**src/rtl/count_run_arbiter.sv**
```systemverilog
// count_run_arbiter
//
// Shares one WIDTH-bit up-counter between two requesters. A winner is picked
// round-robin in IDLE. Its run length is latched, and the counter steps from 0
// up to that length. A one-cycle done pulse marks a run that completes
// normally. An abort ends the run early with no done pulse.
//
// Handshake: req0/req1 are level requests. They are sampled only in IDLE.
// gnt<n> stays high for tlen+1 cycles while the counter runs, then done<n>
// pulses for one cycle. A request that is still high after that is treated as
// a new request.
//
// Ports:
//   clk          rising-edge clock
//   rst          asynchronous, active-low reset
//   req0, req1   level requests
//   len0, len1   terminal counts, sampled when the grant is given
//   abort        ends a RUN immediately, without a done pulse
//   gnt0, gnt1   ownership of the counter (one-hot or zero)
//   busy         high whenever the FSM is not IDLE
//   cnt          shared counter value
//   done0, done1 one-cycle pulse on normal completion of a run
// All outputs are registered.
module count_run_arbiter #(
    parameter int WIDTH = 3
) (
    input  logic             clk,
    input  logic             rst,
    input  logic             req0,
    input  logic             req1,
    input  logic [WIDTH-1:0] len0,
    input  logic [WIDTH-1:0] len1,
    input  logic             abort,
    output logic             gnt0,
    output logic             gnt1,
    output logic             busy,
    output logic [WIDTH-1:0] cnt,
    output logic             done0,
    output logic             done1
);

    typedef enum logic [1:0] {
        IDLE = 2'd0,
        RUN  = 2'd1,
        DONE = 2'd2
    } state_t;

    state_t           state_q, state_d;
    logic             owner_q, owner_d;
    logic             last_q, last_d;
    logic [WIDTH-1:0] tlen_q, tlen_d;
    logic [WIDTH-1:0] cnt_q, cnt_d;
    logic             gnt0_q, gnt0_d;
    logic             gnt1_q, gnt1_d;
    logic             busy_q, busy_d;
    logic             done0_q, done0_d;
    logic             done1_q, done1_d;
    logic             winner;

    // On a tie, the requester that was not served last wins.
    // With a single request, that request wins.
    assign winner = (req0 && req1) ? ~last_q : req1;

    always_comb begin
        state_d = state_q;
        owner_d = owner_q;
        last_d  = last_q;
        tlen_d  = tlen_q;
        cnt_d   = cnt_q;
        gnt0_d  = gnt0_q;
        gnt1_d  = gnt1_q;
        busy_d  = busy_q;
        done0_d = 1'b0;
        done1_d = 1'b0;

        case (state_q)
            IDLE: begin
                cnt_d = '0;
                if (req0 || req1) begin
                    owner_d = winner;
                    tlen_d  = winner ? len1 : len0;
                    gnt0_d  = ~winner;
                    gnt1_d  = winner;
                    busy_d  = 1'b1;
                    state_d = RUN;
                end
            end
            RUN: begin
                if (abort) begin
                    gnt0_d  = 1'b0;
                    gnt1_d  = 1'b0;
                    busy_d  = 1'b0;
                    cnt_d   = '0;
                    last_d  = owner_q;
                    state_d = IDLE;
                end else if (cnt_q == tlen_q) begin
                    // The terminal count ends the run, so the counter never wraps.
                    // busy stays high through the single DONE cycle.
                    done0_d = ~owner_q;
                    done1_d = owner_q;
                    gnt0_d  = 1'b0;
                    gnt1_d  = 1'b0;
                    cnt_d   = '0;
                    last_d  = owner_q;
                    state_d = DONE;
                end else begin
                    cnt_d = cnt_q + 1'b1;
                end
            end
            DONE: begin
                // abort is ignored in this state.
                busy_d  = 1'b0;
                state_d = IDLE;
            end
            default: begin
                gnt0_d  = 1'b0;
                gnt1_d  = 1'b0;
                busy_d  = 1'b0;
                cnt_d   = '0;
                state_d = IDLE;
            end
        endcase
    end

    always_ff @(posedge clk or negedge rst) begin
        if (!rst) begin
            state_q <= IDLE;
            owner_q <= 1'b0;
            last_q  <= 1'b1;  // lets requester 0 win the first tie
            tlen_q  <= '0;
            cnt_q   <= '0;
            gnt0_q  <= 1'b0;
            gnt1_q  <= 1'b0;
            busy_q  <= 1'b0;
            done0_q <= 1'b0;
            done1_q <= 1'b0;
        end else begin
            state_q <= state_d;
            owner_q <= owner_d;
            last_q  <= last_d;
            tlen_q  <= tlen_d;
            cnt_q   <= cnt_d;
            gnt0_q  <= gnt0_d;
            gnt1_q  <= gnt1_d;
            busy_q  <= busy_d;
            done0_q <= done0_d;
            done1_q <= done1_d;
        end
    end

    assign gnt0  = gnt0_q;
    assign gnt1  = gnt1_q;
    assign busy  = busy_q;
    assign cnt   = cnt_q;
    assign done0 = done0_q;
    assign done1 = done1_q;

endmodule

```
**config.mk**
```make
export PLATFORM = sky130hd
export DESIGN_NAME = count_run_arbiter
export DESIGN_NICKNAME = d
export VERILOG_FILES = /design/src/rtl/count_run_arbiter.sv
export SDC_FILE = /design/constraint.sdc
export NUM_CORES = 1
export LEC_CHECK = 0
export CAP_MARGIN = 20
export CELL_PAD_IN_SITES_DETAIL_PLACEMENT = 1
export CELL_PAD_IN_SITES_GLOBAL_PLACEMENT = 1
export CORE_MARGIN = 3
export CORE_UTILIZATION = 38
export CTS_CLUSTER_SIZE = 12
export DETAILED_ROUTE_END_ITERATION = 12
export PLACE_DENSITY_LB_ADDON = 0.12
export SYNTH_ARGS = -nofsm -noshare
export SYNTH_HDL_FRONTEND = slang
export SYNTH_SLANG_ARGS = --single-unit
```
**constraint.sdc**
```tcl
create_clock -name clk -period 3.1 [get_ports clk]
set_input_delay 0.31 -clock clk [delete_from_list [all_inputs] [get_ports clk]]
set_output_delay 0.31 -clock clk [all_outputs]
set_load 0.05 [all_outputs]
```
==> results of run 1 <==
==> sequential cells by signal (all words and copies together) (netlist names) <==
name	cells
busy	1
gnt0	1
last_q	1
state_q	2
done0	1
gnt1	1
cnt	3
tlen_q	3
owner_q	1
done1	1
==> power by group <==
part / leakage, uW / internal, uW / switching [uW]
Sequential: 0.000187 / 270 / 66.1
Combinational: 0.000205 / 159 / 231
Clock: 0.0000150 / 50.0 / 61.8
==> kinds of logic after synthesis <==
logic type      share of synthesized area
mux                               0.08021
compound gates                     0.1355
xor+xnor                          0.04992
flops                              0.5366
buf+inv                           0.01604
fa+ha+maj                         0.01782
simple gates                       0.1640
==> cell type report <==
type	count	area, sq um
Fill cell	178	676.9
Multi-Input combinational cell	43	314.1
Sequential cell	15	376.6
Tap cell	24	30.03
Timing Repair Buffer	18	180.2
Inverter	2	7.507
Clock buffer	4	26.28
==> through the flow <==
step           instance area, sq um  power [uW]  worst slack, ns    util
2_1_floorplan                 701.9       611.2            1.377       -
5_1_grt                       934.6       898.3            1.140  0.5800
6_report                      934.6       838.5            1.225  0.5800
4_1_cts                       934.6       851.1            1.212  0.5800
3_5_place_dp                  908.4       735.3            1.337  0.5637
3_3_place_gp                  908.4       722.2            1.358  0.5637
==> cells in the final DEF, fill, tap and decap left out, types with 2 or more instances in the layout <==
cell,Yosys,final
mux2i_1,3,3
dfrtp_1,14,14
nor2b_1,3,3
o21ai_0,3,3
nand2_1,4,4
xor2_1,3,3
nor2_1,6,6
clkbuf_4,0,3
inv_1,2,2
nor3_1,2,2
a21oi_1,3,3
clkdlybuf4s50_1,0,18
a21o_1,2,2
==> routing by layer <==
| metal | GRT usage | wire [microns] | up-vias |
|---|---|---|---|
| li1 | - | - | 253 |
| met5 | 0 | 0 | - |
| met4 | 0.04265 | 10 | 0 |
| met2 | 0.2376 | 760 | 15 |
| met3 | 0.06116 | 86 | 2 |
| met1 | 0.1453 | 609 | 256 |
==> how the worst max path moves through the flow <==
stage / end / depth (start not counted) / startpoint
final: cnt[0] / 1 / cnt[0]$_DFFE_PN0N_
after global routing: cnt[0] / 1 / cnt[0]$_DFFE_PN0N_
after CTS: cnt[0] / 1 / cnt[0]$_DFFE_PN0N_
after detailed placement: tlen_q[2]$_DFFE_PN0P_ / 4 / req1
after global placement: gnt0$_DFFE_PN0P_ / 5 / abort
after floorplan: gnt0$_DFFE_PN0P_ / 4 / cnt[0]$_DFFE_PN0N_
==> impl_metrics.env, run 1 <==
export IMPL_outcome="completed"
export IMPL_vias=526
export IMPL_crit_slowest_cell="clkdlybuf4s50_1"
export IMPL_synth_area_per_cell_sq_um=11.51
export IMPL_cts_tree="built"
export IMPL_synth_cells=61
export IMPL_postCtsHoldBufs=0
export IMPL_arrival_ns=1.57
export IMPL_slowest_delay_ns=0.84
export IMPL_drive_gt1_frac=0.1220
export IMPL_max_freq_mhz=533.2
export IMPL_fin_crit_sh=0.6050
export IMPL_r2r_cells=4
export IMPL_dp_hpwl_microns=1164
export IMPL_reg2reg_to="gnt0$_DFFE_PN0P_"
export IMPL_gp_congestion=0.7295
export IMPL_drv_slew=0
export IMPL_seq_area_frac_synth=0.5365
export IMPL_antenna_found_initial=0
export IMPL_finalNonFillerCells=106
export IMPL_yosysMostFrequentCell="dfrtp_1"
export IMPL_cts_sinks=15
export IMPL_synth_area_leaders="dfrtp_1, mux2i_1, dfstp_2, xor2_1, nor2_1"
export IMPL_drtIter0Drc=3
export IMPL_rsz0062_at_grt="false"
export IMPL_slew_headroom=0.5503
export IMPL_track_usage=0.1359
export IMPL_grt_pass1_wl_microns=2449
export IMPL_peakVddDrop_uv=493.9
export IMPL_power_leakage_uw=0.0004071
export IMPL_grt_pass1_vias=552
export IMPL_ant_nets=0
export IMPL_cp_start_kind="register"
export IMPL_yosysTopAreaCell="dfrtp_1"
export IMPL_critPathKind="reg2out"
export IMPL_routed_wl_microns=1467
export IMPL_critPathMaxFanout=5
export IMPL_end_kind="output port"
export IMPL_rows=14
export IMPL_timing_rr_start="cnt[0]$_DFFE_PN0N_"
export IMPL_synth_top_area_share=0.4991
export IMPL_diodes=0
export IMPL_period_needed_ns=1.875
export IMPL_synth_seq_cells=15
export IMPL_post_route_drc_count=0
export IMPL_crit_chain="clkdlybuf4s50_1"
export IMPL_hold_ws_ns=0.4253
export IMPL_nNetsFinal=95
export IMPL_clk_latency_ns=0.28
export IMPL_clockRootBuffer="clkbuf_4"
export IMPL_worst_pin_slew_ns=0.6724
export IMPL_required_ns=2.79
export IMPL_synth_edf_count=0
export IMPL_htree_levels=1
export IMPL_path_clk_slew_ns=0.09
export IMPL_setup_viol=0
export IMPL_gr_total_overflow=0
export IMPL_cts_setup_buffers=0
export IMPL_io_buffers=18
export IMPL_synth_fp_nets=73
export IMPL_area_growth_syn_to_layout_pct=33.16
export IMPL_hold_path_class="in2async"
export IMPL_fin_skew_ns=0.005024
export IMPL_path_buf_inv=1
export IMPL_yosysWarnings=0
export IMPL_synth_cell_types=27
export IMPL_die_area_sq_um=2399
export IMPL_cts_made_buffers=3
export IMPL_post_drt_wl_per_cell_microns=13.84
export IMPL_dpl_cell_count=102
export IMPL_synth_ff_type="dfrtp_1"
export IMPL_start_util=0.4356
export IMPL_die_w_microns=48.98
export IMPL_setup_tns_ns=0
export IMPL_synthArstFlopShare=1.000
export IMPL_ios=19
export IMPL_vias_per_cell=4.962
export IMPL_design_core_area_sq_um=1612
export IMPL_grt_max_degree=16
export IMPL_yosys_top_cells_count="dfrtp_1, nor2_1, nand2_1"
export IMPL_regToRegSetupSlack_ns=1.55
export IMPL_drtPass1Iterations=4
export IMPL_netlist_area_sq_um=701.9
export IMPL_die_h_microns=48.98
export IMPL_maxCapViolCount=0
export IMPL_clk_path_buf_depth=2
export IMPL_cp_top_family="buffers and inverters"
export IMPL_p_per_area_nw_per_um2=897.2
export IMPL_ctsResizeCount=0
export IMPL_finalHoldViolCount=0
No activity file was read; power rests on OpenSTA's default activity.
==> inputs of run 2 (changes only) <==
--- a/config.mk
+++ b/config.mk
@@ -9,7 +9,7 @@
 export CELL_PAD_IN_SITES_DETAIL_PLACEMENT = 1
 export CELL_PAD_IN_SITES_GLOBAL_PLACEMENT = 1
 export CORE_MARGIN = 3
-export CORE_UTILIZATION = 38
+export CORE_UTILIZATION = 32
 export CTS_CLUSTER_SIZE = 12
 export DETAILED_ROUTE_END_ITERATION = 12
 export PLACE_DENSITY_LB_ADDON = 0.12
==> constraint.sdc (replaced) <==
create_clock -name clk -period 1.5 [get_ports clk]
set_input_delay 0.15 -clock clk [delete_from_list [all_inputs] [get_ports clk]]
set_output_delay 0.15 -clock clk [all_outputs]
set_load 0.05 [all_outputs]
==> impl_metrics.env, run 2 (synthesized netlist as in run 1, its figures left out) <==
export IMPL_outcome="completed"
export IMPL_drtIter0Drc=0
export IMPL_timing_rr_start="tlen_q[0]$_DFFE_PN0P_"
export IMPL_routed_wl_microns=1616
export IMPL_grtUsageMet3=0.05983
export IMPL_post_drt_wl_per_cell_microns=13.25
export IMPL_combPwrFrac=0.529
export IMPL_design_core_area_sq_um=2022
export IMPL_path_clk_slew_ns=0.09
export IMPL_path_buf_inv=1
export IMPL_r2r_cells=5
export IMPL_maxCapViolCount=0
export IMPL_reg2reg_to="gnt0$_DFFE_PN0P_"
export IMPL_final_cell_mix="buf_4, dfrtp_1, clkdlybuf4s50_1, nor2_1, nand2_1"
export IMPL_max_freq_mhz=693.6
export IMPL_drive_gt1_frac=0.3789
export IMPL_grt_pass1_vias=539
export IMPL_cp_startpoint="tlen_q[0]$_DFFE_PN0P_"
export IMPL_seq_area_sq_um=380.4
export IMPL_die_w_microns=52.84
export IMPL_globalRouteMet2Util=0.2087
export IMPL_p_per_area_nw_per_um2=1853
export IMPL_finalHoldViolCount=0
export IMPL_hold_path_class="in2async"
export IMPL_track_usage=0.1262
export IMPL_worst_pin_slew_ns=0.3900
export IMPL_power_internal_uw=1116
export IMPL_period_needed_ns=1.442
export IMPL_peakVddDrop_uv=1080
export IMPL_die_area_sq_um=2792
export IMPL_setup_tns_ns=0
export IMPL_setup_viol=0
export IMPL_vias_per_cell=4.803
export IMPL_p_sw_uw=801.2
export IMPL_end_kind="register"
export IMPL_power_leakage_uw=0.0004818
export IMPL_grt_busiest_layer="met2"
export IMPL_critPathKind="reg2reg"
export IMPL_p_sw_frac=0.4179
export IMPL_p_seq_frac=0.350
export IMPL_cp_start_kind="register"
export IMPL_grt_max_degree=10
export IMPL_power_frac_clock=0.121
export IMPL_cp_top_family="flip-flops"
export IMPL_htree_levels=1
export IMPL_rows=16
export IMPL_dp_hpwl_microns=1301
export IMPL_cts_made_buffers=3
export IMPL_regToRegSetupSlack_ns=0.06
export IMPL_required_ns=1.68
export IMPL_crit_end="gnt0$_DFFE_PN0P_"
export IMPL_antenna_found_initial=0
export IMPL_diodes=0
export IMPL_post_route_drc_count=0
export IMPL_nNetsFinal=108
export IMPL_die_h_microns=52.84
export IMPL_met1_usage=0.1479
export IMPL_drv_slew=0
export IMPL_clockRootBuffer="clkbuf_4"
export IMPL_pre_cts_ws_ns=-0.004775
export IMPL_fin_crit_sh=0.9611
export IMPL_io_buffers=18
export IMPL_drtPass1Iterations=1
export IMPL_final_common_cell="buf_4"
export IMPL_arrival_ns=1.62
export IMPL_ant_nets=0
export IMPL_slew_headroom=0.7392
export IMPL_slowest_delay_ns=0.40
export IMPL_gp_congestion=0.6953
export IMPL_worst_path_stages=5
export IMPL_final_core_util=0.5118
export IMPL_fin_skew_ns=0.007052
export IMPL_n_fill_cell=225
export IMPL_vias=586
export IMPL_ios=19
export IMPL_postCtsHoldBufs=0
export IMPL_crit_slowest_cell="dfrtp_1"
export IMPL_clk_path_buf_depth=2
export IMPL_multiInputGateArea_sq_um=329.1
export IMPL_start_util=0.3472
export IMPL_crit_chain="xor2_1, buf_4, o31ai_4, o21ai_2, mux2_4"
export IMPL_clk_latency_ns=0.29
export IMPL_area_growth_syn_to_layout_pct=47.42
export IMPL_setup_ws_ns=0.05828
export IMPL_gr_total_overflow=0
export IMPL_cts_tree="built"
export IMPL_grt_pass1_wl_microns=2449
export IMPL_cts_sinks=15
export IMPL_critPathMaxFanout=2
export IMPL_rsz0062_at_grt="true"
## run 2: changes by cell type in the layout (fill, tap and decap cells not counted)
cell	previous run	this run
xor2_1	3	1
buf_4	0	21
clkdlybuf4s50_1	18	10
dfrtp_1	14	11
dfrtp_2	0	3
xor2_2	0	2
## run 2: how the worst min path moves through the flow
stage,slack [ns],depth (start not counted),start,endpoint
after floorplan,-0.15,0,rst,busy$_DFFE_PN0P_
after global placement,0.47,1,rst,busy$_DFFE_PN0P_
after detailed placement,0.47,1,rst,busy$_DFFE_PN0P_
after CTS,0.15,1,rst,busy$_DFFE_PN0P_
after global routing,0.16,1,rst,busy$_DFFE_PN0P_
final,0.14,1,rst,gnt0$_DFFE_PN0P_
## run 2: per-layer routing
layer  vias to the layer above  share of wire
met5                         -              0
met4                         0         0.0068
met3                         2          0.058
met2                        15           0.52
met1                       291           0.42
li1                        278              -
## run 2: area by class of cell
| type | count | share of cell area |
|---|---|---|
| flip-flops and latches | 15 | 0.3676 |
| multi-input cells | 43 | 0.3180 |
| repair buffers | 31 | 0.2491 |
| well taps | 27 | 0.03265 |
| clock buffers | 4 | 0.02539 |
| inverters | 2 | 0.007255 |
## run 2: power by group through the flow
stage	Sequential (uW)	Combinational, uW	Clock (uW)
3_3_place_gp	676	956	0
4_1_cts	675	982	246
6_report	671	1010	231
5_1_grt	694	1090	263
2_1_floorplan	889	391	0
3_5_place_dp	682	978	0
## run 2: timing repair
action,4_1_cts,5_1_grt
setup endpoints to repair,0,2
gates resized for setup,0,1
setup buffers,0,2
hold endpoints to repair,0,0
## run 2: worst register-to-register path, stage by stage, from the launching register on
cell	delay, ns
dfrtp_1	0.40
xor2_1	0.18
buf_4	0.15
o31ai_4	0.20
o21ai_2	0.11
mux2_4	0.30
## run 2: stage by stage
step	hold slack, ns	cells	area, sq um	total power (uW)
floorplan	-0.1456	61	713.2	1280
global placement	0.4701	116	985.9	1632
finish	0.1420	122	1035	1917
global route	0.1604	122	1035	2052
CTS	0.1523	120	1012	1903
detailed placement	0.4707	116	985.9	1661
==> inputs of run 3 (changes only) <==
--- a/config.mk
+++ b/config.mk
@@ -5,14 +5,16 @@
 export SDC_FILE = /design/constraint.sdc
 export NUM_CORES = 1
 export LEC_CHECK = 0
+export ABC_AREA = 1
 export CAP_MARGIN = 20
 export CELL_PAD_IN_SITES_DETAIL_PLACEMENT = 1
 export CELL_PAD_IN_SITES_GLOBAL_PLACEMENT = 1
 export CORE_MARGIN = 3
-export CORE_UTILIZATION = 32
-export CTS_CLUSTER_SIZE = 12
+export CORE_UTILIZATION = 31
+export CTS_CLUSTER_SIZE = 30
 export DETAILED_ROUTE_END_ITERATION = 12
 export PLACE_DENSITY_LB_ADDON = 0.12
 export SYNTH_ARGS = -nofsm -noshare
 export SYNTH_HDL_FRONTEND = slang
 export SYNTH_SLANG_ARGS = --single-unit
+export TNS_END_PERCENT = 30
==> impl_metrics.env, run 3 <==
export IMPL_rsz0062_at_grt="false"
export IMPL_grt_pass1_wl_microns=3187
export IMPL_outcome="completed"
export IMPL_grt_pass1_vias=679
export IMPL_setup_ws_ns=0.2397
export IMPL_path_clk_slew_ns=0.10
export IMPL_finalHoldViolCount=0
export IMPL_fin_crit_sh=0.8402
export IMPL_synth_area_leaders="dfrtp_1, nand2_1, inv_1, dfstp_2, nor2_4"
export IMPL_final_core_util=0.4440
export IMPL_hold_path_class="in2async"
export IMPL_power_frac_clock=0.125
export IMPL_post_route_drc_count=0
export IMPL_cp_start_kind="register"
export IMPL_htree_levels=1
export IMPL_nNetsFinal=120
export IMPL_vias_per_cell=4.726
export IMPL_drv_slew=0
export IMPL_setup_tns_ns=0
export IMPL_seq_area_frac_synth=0.5050
export IMPL_dp_hpwl_microns=1395
export IMPL_design_core_area_sq_um=2255
export IMPL_drive_gt1_frac=0.2430
export IMPL_synth_fp_nets=96
export IMPL_final_cell_mix="nand2_1, dfrtp_1, inv_1, clkdlybuf4s50_1, buf_4"
export IMPL_antenna_found_initial=0
export IMPL_maxCapViolCount=0
export IMPL_synth_edf_count=0
export IMPL_synth_cells=84
export IMPL_arrival_ns=1.45
export IMPL_netlist_area_sq_um=745.7
export IMPL_p_total_uw=1926
export IMPL_setup_viol=0
export IMPL_ctsResizeCount=0
export IMPL_die_h_microns=55.05
export IMPL_post_drt_wl_per_cell_microns=13.10
export IMPL_die_w_microns=55.05
export IMPL_rows=17
export IMPL_combPwrFrac=0.513
export IMPL_critPathMaxFanout=6
export IMPL_routed_wl_microns=1768
export IMPL_synth_ff_type="dfrtp_1"
export IMPL_gp_congestion=0.7264
export IMPL_dpl_cell_count=131
export IMPL_cts_tree="built"
export IMPL_finalNonFillerCells=135
export IMPL_p_sw_uw=905.2
export IMPL_gr_total_overflow=0
export IMPL_yosys_top_cells_count="nand2_1, dfrtp_1, inv_1"
export IMPL_power_leakage_uw=0.0004999
export IMPL_clk_path_buf_depth=2
export IMPL_cts_setup_buffers=0
export IMPL_vias=638
export IMPL_yosysTopAreaCell="dfrtp_1"
export IMPL_cts_sinks=15
export IMPL_clockRootBuffer="clkbuf_4"
export IMPL_period_needed_ns=1.260
export IMPL_drtPass1Iterations=3
export IMPL_postCtsHoldBufs=0
export IMPL_p_sw_frac=0.4699
export IMPL_final_common_cell="nand2_1"
export IMPL_area_growth_syn_to_layout_pct=34.23
export IMPL_drtIter0Drc=3
export IMPL_synthArstFlopShare=1.000
export IMPL_p_seq_frac=0.362
export IMPL_yosysMostFrequentCell="nand2_1"
export IMPL_synth_area_per_cell_sq_um=8.878
export IMPL_synth_top_area_share=0.4698
export IMPL_n_fill_cell=274
export IMPL_end_kind="register"
export IMPL_ios=19
export IMPL_p_per_area_nw_per_um2=1925
export IMPL_power_internal_uw=1021
export IMPL_diodes=0
export IMPL_worst_pin_slew_ns=0.3483
export IMPL_grt_max_degree=16
export IMPL_yosysWarnings=0
export IMPL_required_ns=1.69
export IMPL_clk_latency_ns=0.29
export IMPL_io_buffers=18
export IMPL_cts_made_buffers=3
export IMPL_peakVddDrop_uv=934.5
export IMPL_die_area_sq_um=3030
export IMPL_fin_skew_ns=0.002443
export IMPL_track_usage=0.1545
export IMPL_pre_cts_ws_ns=0.1761
export IMPL_max_freq_mhz=793.5
export IMPL_synth_seq_cells=15
export IMPL_synth_cell_types=21
export IMPL_slew_headroom=0.7669
export IMPL_start_util=0.3307
export IMPL_critPathKind="reg2reg"
export IMPL_ant_nets=0
## run 3: cell types whose count changed after synthesis, moves of 3 or more
cell     delta
nand3_1     +3
mux2i_1     -3
xor2_1      -3
nor2b_1     -3
nand2_1    +20
inv_1      +10
a21oi_1     -3
## run 3: kinds of logic after synthesis
family / share of synthesized area
adder cells (fa/ha/maj): 0.01678
XOR/XNOR: 0.03357
flip-flops: 0.5050
buffers and inverters: 0.07047
AND/OR/NAND/NOR: 0.2785
AO/OA/AOI/OAI: 0.09564
## run 3: power groups by stage
stage | registers, uW | clock network (uW) | logic [uW]
2_1_floorplan | 885 | 0 | 499
3_3_place_gp | 708 | 0 | 995
3_5_place_dp | 713 | 0 | 1010
4_1_cts | 704 | 254 | 1010
5_1_grt | 728 | 287 | 1100
6_report | 698 | 241 | 988
## run 3: final timing paths
check	startpoint	to	slack, ns	cells after the start
worst max-delay path	cnt[0]$_DFFE_PN0N_	gnt1$_DFFE_PN0P_	0.24	8
worst min-delay path	rst	tlen_q[2]$_DFFE_PN0P_	0.18	2
worst max register to register	cnt[0]$_DFFE_PN0N_	gnt1$_DFFE_PN0P_	0.24	8
worst min register to register	last_q$_DFFE_PN1P_	last_q$_DFFE_PN1P_	0.48	2
max in group asynchronous	rst	last_q$_DFFE_PN1P_	1.08	2
min in group clk	len1[1]	tlen_q[1]$_DFFE_PN0P_	0.47	3
## run 3: critical path, cell delays in order (launching register included)
cell and delay [ns]:
dfrtp_1 0.48, inv_1 0.08, nand2_1 0.05, nand2_1 0.10, nand3_4 0.14, nand2_4 0.12
nand2_1 0.07, nand2_1 0.07, nand2_1 0.04
## run 3: area by class of cell
class | instances | area [sq um] | area share
well taps | 28 | 35.03 | 0.03500
multi-input cells | 55 | 316.6 | 0.3163
clock inverters | 1 | 5.005 | 0.005000
clock buffers | 3 | 22.52 | 0.02250
repair buffers | 19 | 192.7 | 0.1925
inverters | 14 | 52.55 | 0.05250
flip-flops and latches | 15 | 376.6 | 0.3762
## run 3: per-layer routing
metal	share of wire	GRT usage	up-vias
li1	-	-	309
met1	0.41	0.1755	313
met2	0.52	0.2638	12
met3	0.045	0.03753	4
met4	0.021	0.08502	0
met5	0	0	-
## run 3: metrics by stage
| step | cell area, sq um | hold slack, ns |
|---|---|---|
| after floorplan | 745.7 | -0.1456 |
| after global placement | 973.4 | 0.4650 |
| after detailed placement | 973.4 | 0.4680 |
| after CTS | 1001 | 0.1783 |
| after global routing | 1001 | 0.1749 |
| final | 1001 | 0.1767 |
